File: src/rtl/bcd_to_bin_seq_pkg.sv
// Shared definitions for the BCD-to-binary converter: FSM encodings,
// default sizing and the nibble correction constants.
package bcd_to_bin_seq_pkg;

  typedef enum logic [1:0] {
    IDLE = 2'd0,
    OP   = 2'd1,
    DONE = 2'd2
  } state_t;

  localparam int DEF_N_DIGITS = 4;
  localparam int DEF_W        = 14;

  // Reverse double-dabble corrects nibbles at 8 by 3; bin_to_bcd uses 5/3.
  localparam int BCD_ADJ_THRESH = 8;
  localparam int BCD_ADJ_VAL    = 3;

endpackage

File: src/rtl/bcd_to_bin_seq_nibble_adj.sv
// Single BCD digit correction for the shift-right conversion step.
module bcd_nibble_adj
  import bcd_to_bin_seq_pkg::*;
(
  input  logic [3:0] d,
  output logic [3:0] q
);

  // A digit that reached 8 or more after a right shift borrowed 8 from the
  // digit above, which is worth 5 here, so take 3 back off.
  always_comb begin
    q = d;
    if (d >= 4'(BCD_ADJ_THRESH)) q = d - 4'(BCD_ADJ_VAL);
  end

endmodule

File: src/rtl/bcd_to_bin_seq.sv
// Sequential BCD-to-binary converter with a start/ready/done_tick handshake.
// The BCD part of the shift register drains into the binary part one bit per
// cycle, with per-digit correction after every shift.
module bcd_to_bin_seq
  import bcd_to_bin_seq_pkg::*;
#(
  parameter int N_DIGITS = DEF_N_DIGITS,
  parameter int W        = DEF_W
) (
  input  logic                  clk,
  input  logic                  reset,
  input  logic                  start,
  input  logic [4*N_DIGITS-1:0] bcd,
  output logic                  ready,
  output logic                  done_tick,
  output logic                  err,
  output logic [W-1:0]          bin
);

  localparam int BW = 4 * N_DIGITS;
  localparam int SW = BW + W;
  localparam int NW = $clog2(W + 1);

  state_t          state;
  state_t          state_next;
  logic [SW-1:0]   sr;
  logic [SW-1:0]   sr_shift;
  logic [SW-1:0]   sr_adj;
  logic [NW-1:0]   n;
  logic            err_r;
  logic            illegal;

  // Flag a request that contains any digit above 9.
  always_comb begin
    illegal = 1'b0;
    for (int i = 0; i < N_DIGITS; i++) begin
      if (bcd[4*i +: 4] > 4'd9) illegal = 1'b1;
    end
  end

  assign sr_shift = sr >> 1;
  assign sr_adj[W-1:0] = sr_shift[W-1:0];

  genvar g;
  generate
    for (g = 0; g < N_DIGITS; g++) begin : g_adj
      bcd_nibble_adj u_adj (
        .d (sr_shift[W + 4*g +: 4]),
        .q (sr_adj[W + 4*g +: 4])
      );
    end
  endgenerate

  // State register.
  always_ff @(posedge clk) begin
    if (reset) state <= IDLE;
    else       state <= state_next;
  end

  // Next-state logic; an illegal request skips OP and reports straight away.
  always_comb begin
    state_next = state;
    case (state)
      IDLE:    if (start) state_next = illegal ? DONE : OP;
      OP:      if (n == NW'(1)) state_next = DONE;
      DONE:    state_next = IDLE;
      default: state_next = IDLE;
    endcase
  end

  // Moore outputs.
  always_comb begin
    ready = (state == IDLE);
  end

  // Datapath: load, shift/correct, and publish results on the DONE edge.
  always_ff @(posedge clk) begin
    if (reset) begin
      sr        <= '0;
      n         <= '0;
      err_r     <= 1'b0;
      bin       <= '0;
      err       <= 1'b0;
      done_tick <= 1'b0;
    end else begin
      done_tick <= 1'b0;
      case (state)
        IDLE: begin
          if (start) begin
            if (illegal) begin
              err_r <= 1'b1;
              sr    <= '0;
            end else begin
              err_r <= 1'b0;
              sr    <= {bcd, {W{1'b0}}};
              n     <= NW'(W);
            end
          end
        end
        OP: begin
          sr <= sr_adj;
          n  <= n - NW'(1);
        end
        DONE: begin
          bin       <= sr[W-1:0];
          err       <= err_r;
          done_tick <= 1'b1;
        end
        default: ;
      endcase
    end
  end

endmodule

File: config.mk
export PLATFORM = sky130hd
export DESIGN_NAME = bcd_to_bin_seq
export DESIGN_NICKNAME = d
export VERILOG_FILES = /design/src/rtl/bcd_to_bin_seq_pkg.sv /design/src/rtl/bcd_to_bin_seq_nibble_adj.sv /design/src/rtl/bcd_to_bin_seq.sv
export SDC_FILE = /design/constraint.sdc
export NUM_CORES = 1
export LEC_CHECK = 0
export ABC_CLOCK_PERIOD_IN_PS = 1100
export BUFFER_PORTS_ARGS = -buffer_cell sky130_fd_sc_hd__buf_2
export CAP_MARGIN = 40
export CORE_UTILIZATION = 25
export CTS_CLUSTER_SIZE = 10
export DETAILED_ROUTE_END_ITERATION = 10
export SYNTH_ARGS = -nofsm -noshare
export SYNTH_HDL_FRONTEND = slang
export SYNTH_SLANG_ARGS = --single-unit
export TNS_END_PERCENT = 50
File: constraint.sdc
create_clock -name clk -period 1.1 [get_ports clk]
set_input_delay 0.165 -clock clk [delete_from_list [all_inputs] [get_ports clk]]
set_output_delay 0.165 -clock clk [all_outputs]
set_load 0.05 [all_outputs]
==> summary by stage, run 1 <==
Timing
Once routing completed, OpenROAD measured the worst setup slack at -275 ps. The transition time at the pin with the least slew margin is between 400 and 500 ps. The highest attainable clock frequency is roughly 0.73 GHz. The final hold violation count came to 0.

The number of slew-limit violations in the final report was 0. Setup repair after global routing could not meet its margin everywhere. For the final database, setup skew stands at 7.53 ps. The period utilization is 1.25. Headroom to the max-slew limit came out at 0.718.

Setup violations remaining at the end of the flow were counted as 53. Subtracting the final worst setup slack from the clock period gives 1380 ps. Hold is met by 106 ps.

Finish
In the final design database the tool counted 379 nets. Measured on the finished design, the core utilization comes to 0.402. The top cell types in the final layout, fill and taps aside, are buf_4 (55), dfxtp_1 (45), nand2_1 (35), nor2_1 (21).

The most common library cell in the layout ignoring fill and taps is buf_4. The number of diodes added for antenna fixing is 0. The filler cells instantiated in the layout total 881. The fraction of layout cells with a size suffix above 1 is 0.476. Compared with the post-synthesis result, the final layout area differs by 53.1%.

CTS
The TritonCTS clock tree is yes. The clock tree synthesis step divided the H-tree into 2 levels. The clock slew seen by the registers of the worst setup and hold paths is 100 ps. The clock sink count is 53. The longest clock path from root to sink contains 2 buffers. The root buffer cell chosen for the clock tree is clkbuf_8.

The clock latency at the later pin of the worst-skew pair is 320 ps. Counting the buffers created by CTS gives 5.

Logic synthesis
Of all cell types, the one taking the most synthesized area is dfxtp_1. Synthesis produced 265 cells. For this run, the number of Yosys warnings is 0. The number of enable flip-flop cells after synthesis is 0. The share of flip-flops with an asynchronous set or reset after synthesis is 0. The commonest register cell after synthesis is dfxtp_1. The number of synthesized register bits is 53.

The share of synthesized area in the top cell type comes to 0.457. The share of the Yosys chip area taken by registers is 0.457. The number of nets in the synthesized netlist is 292. Sorting the synthesized cells by area gives the leading types as dfxtp_1 (46%), a21oi_1 (6.0%), a22oi_1 (5.8%), nand2_1 (5.8%), ha_1 (4.3%). The netlist area before placement is 2320 um2. A synthesized cell averages 8.76 um2. In this run, distinct cell masters in the synthesized netlist total 40.

Worst setup path
For the worst setup path, the data required time is 940 ps. The category of the worst setup path capture point is an output port. For the worst setup path, the data arrival time is 1210 ps. The worst setup path is of the flop to output port kind. For the worst flop-to-flop path, the logic depth is 5. Along the worst path, the maximum fanout reaches 3. The type of element launching the critical path is a flop.

Global routing
The overall global routing resource usage is 0.128. The wire length of the first global-routing pass is 9.87 mm. The remaining global-route overflow is 0. The number of global-route vias before repair is between 2000 and 2500.

The initial antenna violation count was 0. The maximum number of pins on one net before global-route repair is 35.

Routing
In the routed design, unresolved DRC markers number 3. The detailed-route vias per instance is approximately 4.7. The count of nets left with antenna violations once routing finished came out at 0. For this block, the via count after detailed routing is around 2200. The final layout contains routed wiring with a total length of 5.91 mm. The detailed router's first-iteration violation count is 90. The average wire per standard cell is 12.8 um. The first detailed-routing pass took 8 iterations.

Run status
The final reports fail on DRC, setup timing. The run finished, with violations left.

Power and ir drop
Dividing total power by cell area gives a power density of ~1200 nW/um2. The leakage component of the power is 1.35 nW. The worst vdd rail ir drop is 0.451 mV.

Floorplanning
The area of the die is 9680 um2. The row count is 34. The initial utilization of the core area, before any placement, comes to 0.262.

The core region is 8850 um2. The floorplan step set the die height to around 98 um. The boundary pin count is 36.

The chip width is between 90 and 100 um.

Run
The tool flagged a number of max-cap violations equal to 0.

Place
The HPWL after detailed placement is 3.90 mm. At the end of routability-driven placement, the weighted congestion stood at around 0.82. In this run the tool buffered the top-level ports with 35 buffer cells.

Min path
The type of the tightest min-delay check is input port to flop. The worst hold path passes through 3 cells.
[report_power, final]
part	leakage [nW]	internal (W)	total, W	switching (W)
clock	0.0511	0.000482	0.00122	0.000738
combinational	0.866	0.000490	0.000923	0.000432
sequential	0.433	0.00198	0.00204	0.0000597
[final timing paths]
| check | from | to | slack (ps) |
|---|---|---|---|
| max | state[1] | ready | -280 |
| min | bcd[4] | sr[18] | 110 |
| max reg2reg | state[1] | sr[24] | -200 |
| min reg2reg | bin[1] | bin[1] | 460 |
[kinds of logic after synthesis]
| family | synth area share |
|---|---|
| buffers and inverters | 0.0609 |
| flip-flops | 0.457 |
| adder cells (fa/ha/maj) | 0.0431 |
| multiplexers | 0.0129 |
| AO/OA/AOI/OAI | 0.232 |
| AND/OR/NAND/NOR | 0.164 |
| XOR/XNOR | 0.0302 |
[flip-flops by register name, summed over array words and instances (netlist names)]
name / cells
sr: 30
bin: 14
n: 4
state: 2
done_tick: 1
err: 1
err_r: 1
[critical path, cell delays in order (launching register included)]
cell     delay (ps)
dfxtp_2         350
or2_4           280
inv_8            60
buf_6            80
buf_8           130
[cell type report]
cell class | instances | area, um2 | area share
clock buffers | 5 | 68.8 | 0.0194
flip-flops and latches | 53 | 1070 | 0.302
well taps | 108 | 135 | 0.0380
inverters | 9 | 41.3 | 0.0116
clock inverters | 3 | 28.8 | 0.00809
repair buffers | 100 | 855 | 0.240
multi-input cells | 183 | 1350 | 0.381
[stage by stage]
stage / setup TNS (ps) / total power, W / instance area (um2) / std cells / worst slack [ps]
floorplan: -1450 / 0.00247 / 2410 / 265 / -135
global route: -9910 / 0.00438 / 3560 / 461 / -316
CTS: -7770 / 0.00418 / 3420 / 456 / -294
global placement: -8000 / 0.00276 / 3010 / 437 / -434
finish: -6440 / 0.00418 / 3560 / 461 / -275
detailed placement: -7260 / 0.00278 / 3010 / 437 / -454
[synthesized netlist by cell type, types with 2 or more instances]
library cell	n
a211oi_1	3
a21o_1	3
a21oi_1	28
a221oi_2	3
a22oi_1	18
a31oi_1	8
buf_1	2
buf_2	7
buf_4	4
clkbuf_1	5
dfxtp_1	53
ha_1	8
inv_1	8
mux2i_1	3
nand2_1	36
nand2b_1	5
nand3_1	9
nand4_1	4
nor2_1	22
nor3_1	2
o21ai_0	7
o21ai_1	3
xnor2_1	6
xor2_1	2
[metal layers]
layer  vias to the layer above  global-route usage  wire, um
met3                         7              0.0172       172
li1                       1102                   -         -
met5                         -                   0         0
met4                         0              0.0482        80
met1                      1024               0.162      2790
met2                        34               0.220      2870
[timing repair]
item / in CTS / in global routing
pin swaps: 14 / 8
endpoints found under the setup margin: 45 / 63
resized for setup: 45 / 28
setup buffers: 8 / 4
hold buffers: 0 / 0
gates cloned: 3 / 1
(Power assumes the default switching activity.)
==> inputs of run 2 (changes only) <==
Settings changed: ABC_AREA set to 1.
==> run 2 against run 1 <==
Net effect:
- the flow finishes with violations (setup timing)
- synthesized area increased by 0.81%
- wire length increased by 5.9%
- combinational power increased by 28%
- count of clock-buffer cells in the layout increased by 1
- hold slack got worse by 4.1 ps
- sequential power increased by 4%
- synthesized cell count increased by 22%
- maximum frequency increased by 15%
- critical endpoint unchanged
- largest power group unchanged
==> summary by stage, run 2 <==
Timing
The final worst-path setup slack is -99.7 ps (+176 ps). The worst slack on hold paths is 102 ps (-4.12 ps). The clock period minus final worst setup slack is 1200 ps (-176 ps). The highest attainable clock frequency is 0.834 GHz (+15%).

The setup clock skew after layout is 6.97 ps (-0.563 ps). The transition time at the pin with the least slew margin was 259 ps (-159 ps). The number of setup violations in the final report came to 32 (-40%). The number of slew-limit violations in the final report is 0 (unchanged).

The period utilization was 1.09 (-0.160). Setup repair after global routing could not meet its margin everywhere. The worst relative slew slack is 0.827 (+0.109). The final hold violation count is 0 (unchanged).

Finish
The number of flip-flops under the largest register name came to 30 (unchanged). The total of fill cells in the finished design is 905 (+2.7%). The layout net count is 425 (+12%). Counting flops per register, the top entry is sr. The library cells used most frequently in the layout, excluding fill and tap cells, are nand2_1 (55), dfxtp_1 (44), nor2_1 (42), buf_4 (38), a21oi_1 (29). The core occupancy in the finished layout is 0.381 (-0.0211). The number of diodes added for antenna fixing was 0 (unchanged).

The post-synthesis to final-layout area growth is 44.6%. The largest registers in the layout are sr x30, bin x14, n x4. The fraction of layout cells with a size suffix above 1 is 0.373 (-0.102).

The library cell used most frequently in the layout, excluding fill and tap cells, is nand2_1.

Floorplanning
The chip width is 98.8 um (+0.39%). The overall die height was 98.8 um (+0.39%). The boundary pin count is 36 (unchanged). The area of the die is 9750 um2 (+0.78%). The starting utilization of the core area is 0.263 (+0.000855). The row count is 34 (unchanged). The core box area came to 8890 um2 (+0.48%).

Place
The routability congestion estimate was 0.814 (-0.98%). The post-DP HPWL came to 4.27 mm (+9.6%). The count of port buffers added during placement is 35 (unchanged).

Logic synthesis
The number of nets in the synthesized netlist is 349 (+20%). The netlist area before placement is 2340 um2 (+0.81%). The number of distinct standard cells referenced by the synthesized netlist was 21 (-48%).

The post-synthesis sequential area ratio is 0.453 (-0.00366). By area the synthesized netlist is led by dfxtp_1 (45%), nand2_1 (9.1%), a21oi_1 (9.0%), o21ai_0 (7.9%), nor2_1 (7.1%). The share of flip-flops with an asynchronous set or reset after synthesis is 0 (unchanged). The mean post-synth cell area is 7.27 um2 (-17%). The commonest cells after synthesis are nand2_1 (57), dfxtp_1 (53), nor2_1 (44). In the synthesized netlist the dominant register cell turns out to be dfxtp_1. dfxtp_1 takes more of the synthesized area than any other cell.

The total of warnings raised by yosys came to 0 (unchanged). The number of synthesized register bits was 53 (unchanged). The most frequent cell after synthesis is nand2_1. The number of enable flip-flop cells after synthesis is 0 (unchanged). The synthesized netlist cell count is 322 (+22%). The fraction of synthesized cell area taken by the top area cell type is 0.453 (-0.00366).

Routing
The via count of the routed design is 2388 (+10%). The detailed-route vias per instance came to 4.71 (+0.20%). The final antenna-violating net count came to 0 (unchanged). The detailed router's first-iteration violation count is 69 (-23%).

The count of TritonRoute iterations in the first routing pass is 4 (-4). The final wirelength is 6.26 mm (+5.9%). The average wire per standard cell was 12.4 um (-3.7%). The post-detailed-route DRC marker count is 0 (-3).

Power and ir drop
The proportion of power drawn by the clock network is 0.266 (-0.026). The leakage component of the power is 1.41 nW (+4.7%). The areal power density over the cells was 1330 nW/um2 (+13%).

The register share of total power is 0.472 (-0.015). The net switching share of the total power was 0.322 (+0.0283). The internal power consumption was 0.00304 W (+3.2%).

The combinational power share is 0.262 (+0.041). The worst vdd rail ir drop is 0.650 mV (+44%). The total net switching power came to 0.00145 W (+18%).

Worst setup path
The stage delay of the slowest cell on the critical path is 370 ps (+20 ps). The buffer and inverter count on the worst path is 2 (-1). The worst setup path is captured at an output port. The type of element launching the critical path is a flop. In this run the worst setup path terminates at ready.

In this run the worst setup path begins at state[0]. The terminus of the critical flop-to-flop path is sr[14]. The length in cells of the worst reg-to-reg path is 7 (+2). The largest fanout on the critical path is 3 (unchanged). The logic depth of the worst setup path including buffers is 3 (-1).

The kind of cell adding the most delay to the critical path is flip-flops. The endpoint arrival time on the critical path is 1030 ps (-180 ps). The flop-to-flop setup slack was -100 ps (+100 ps).

The signal on the critical path passes through nor2_4 > buf_6 > buf_8. The critical setup path kind is flop to output port. The critical path required time is 940 ps (about the same). The startpoint of the lowest-slack register-to-register path is state[0].

The slowest stage of the critical path belongs to the cell dfxtp_2.

CTS
The clock sink count was 53 (unchanged). TritonCTS built the clock tree. The clock latency at the later pin of the worst-skew pair is 310 ps (about the same). The clock slew seen by the registers of the worst setup and hold paths is 100 ps (about the same).

The number of buffers created by CTS is 5 (unchanged). The clock tree buffer depth came to 2 (unchanged). The depth of the CTS H-tree is 2 (unchanged).

The number of hold buffers added after cts is 0 (unchanged). Clock tree synthesis selected as its root buffer the cell clkbuf_8.

Run
The max capacitance violation total is 0 (unchanged).

Global routing
The maximum number of pins on one net before global-route repair is 21 (-40%). The overall global routing resource usage is 0.134 (+0.00660). The wire length of the first global-routing pass is 10.6 mm (+7.7%). The remaining global-route overflow was 0 (unchanged). The initial antenna violation count was 0 (unchanged). The number of global-route vias before repair is 2285 (+10%).

Run status
The flow ran to the end, but the final reports show violations. The checks that failed: setup timing.

Min path
The type of the tightest min-delay check is input port to flop.
[run 2: cell count changes after synthesis, moves of 5 or more]
cell | before | now
o21ai_0 | 7 | 37
nor2_1 | 22 | 44
inv_1 | 8 | 29
nand2_1 | 36 | 57
a22oi_1 | 18 | 3
a21oi_1 | 28 | 42
nand3_1 | 9 | 16
xnor2_1 | 6 | 0
a31oi_1 | 8 | 3
nand2b_1 | 5 | 0
[run 2: power by group through the flow]
stage	Sequential, W	Clock, W	Combinational [W]
global route	0.00214	0.00130	0.00128
finish	0.00212	0.00119	0.00118
floorplan	0.00232	0	0.000448
global placement	0.00215	0	0.000989
CTS	0.00211	0.00123	0.00111
detailed placement	0.00215	0	0.00101
[run 2: worst register-to-register path, cell delays in order, from the launching register on]
cell	delay, ps
dfxtp_2	370
nor2_4	110
nand2_2	90
nand2_4	100
inv_4	50
buf_12	150
a31oi_1	160
a21oi_1	80
[run 2: cell type report]
type                    instances  area (um2)  area share
clock buffers                   6        82.6      0.0244
clock inverters                 2        17.5     0.00517
inverters                      31         124      0.0366
multi-input cells             224        1250       0.369
flip-flops and latches         53        1070       0.317
well taps                     108         135      0.0399
repair buffers                 83         704       0.208
[run 2: worst min path at each step]
stage	start	cells after the start	endpoint
finish	bcd[0]	3	sr[14]
CTS	bcd[8]	3	sr[22]
floorplan	bcd[0]	2	sr[14]
global placement	bcd[8]	3	sr[22]
global route	bcd[0]	3	sr[14]
detailed placement	bcd[8]	3	sr[22]
[run 2: logic make-up after synthesis]
| logic type | share of synthesized area |
|---|---|
| buf+inv | 0.0839 |
| compound gates | 0.190 |
| fa+ha+maj | 0.0428 |
| flops | 0.453 |
| simple gates | 0.230 |
[run 2: what timing repair did]
item / CTS / global route
gates resized for setup: 45 / 45
gates cloned: 3 / 0
endpoints found under the setup margin: 54 / 67
buffers inserted: 0 / 2
pin swaps: 9 / 11
[run 2: stage by stage]
step / worst slack (ps) / TNS [ps] / power [W] / cell area, um2 / std cells
6_report: -99.7 / -1110 / 0.00449 / 3390 / 507
5_1_grt: -156 / -4710 / 0.00472 / 3390 / 507
4_1_cts: -112 / -2800 / 0.00446 / 3260 / 505
3_5_place_dp: -234 / -7290 / 0.00316 / 2980 / 494
3_3_place_gp: -224 / -6110 / 0.00314 / 2980 / 494
2_1_floorplan: -271 / -8140 / 0.00277 / 2370 / 322
[run 2: routing by layer]
metal	vias up	global-route usage	share of wire
met3	10	0.0220	0.033
met1	1132	0.171	0.47
li1	1198	-	-
met5	-	0	0
met4	0	0.0299	0.011
met2	48	0.237	0.48
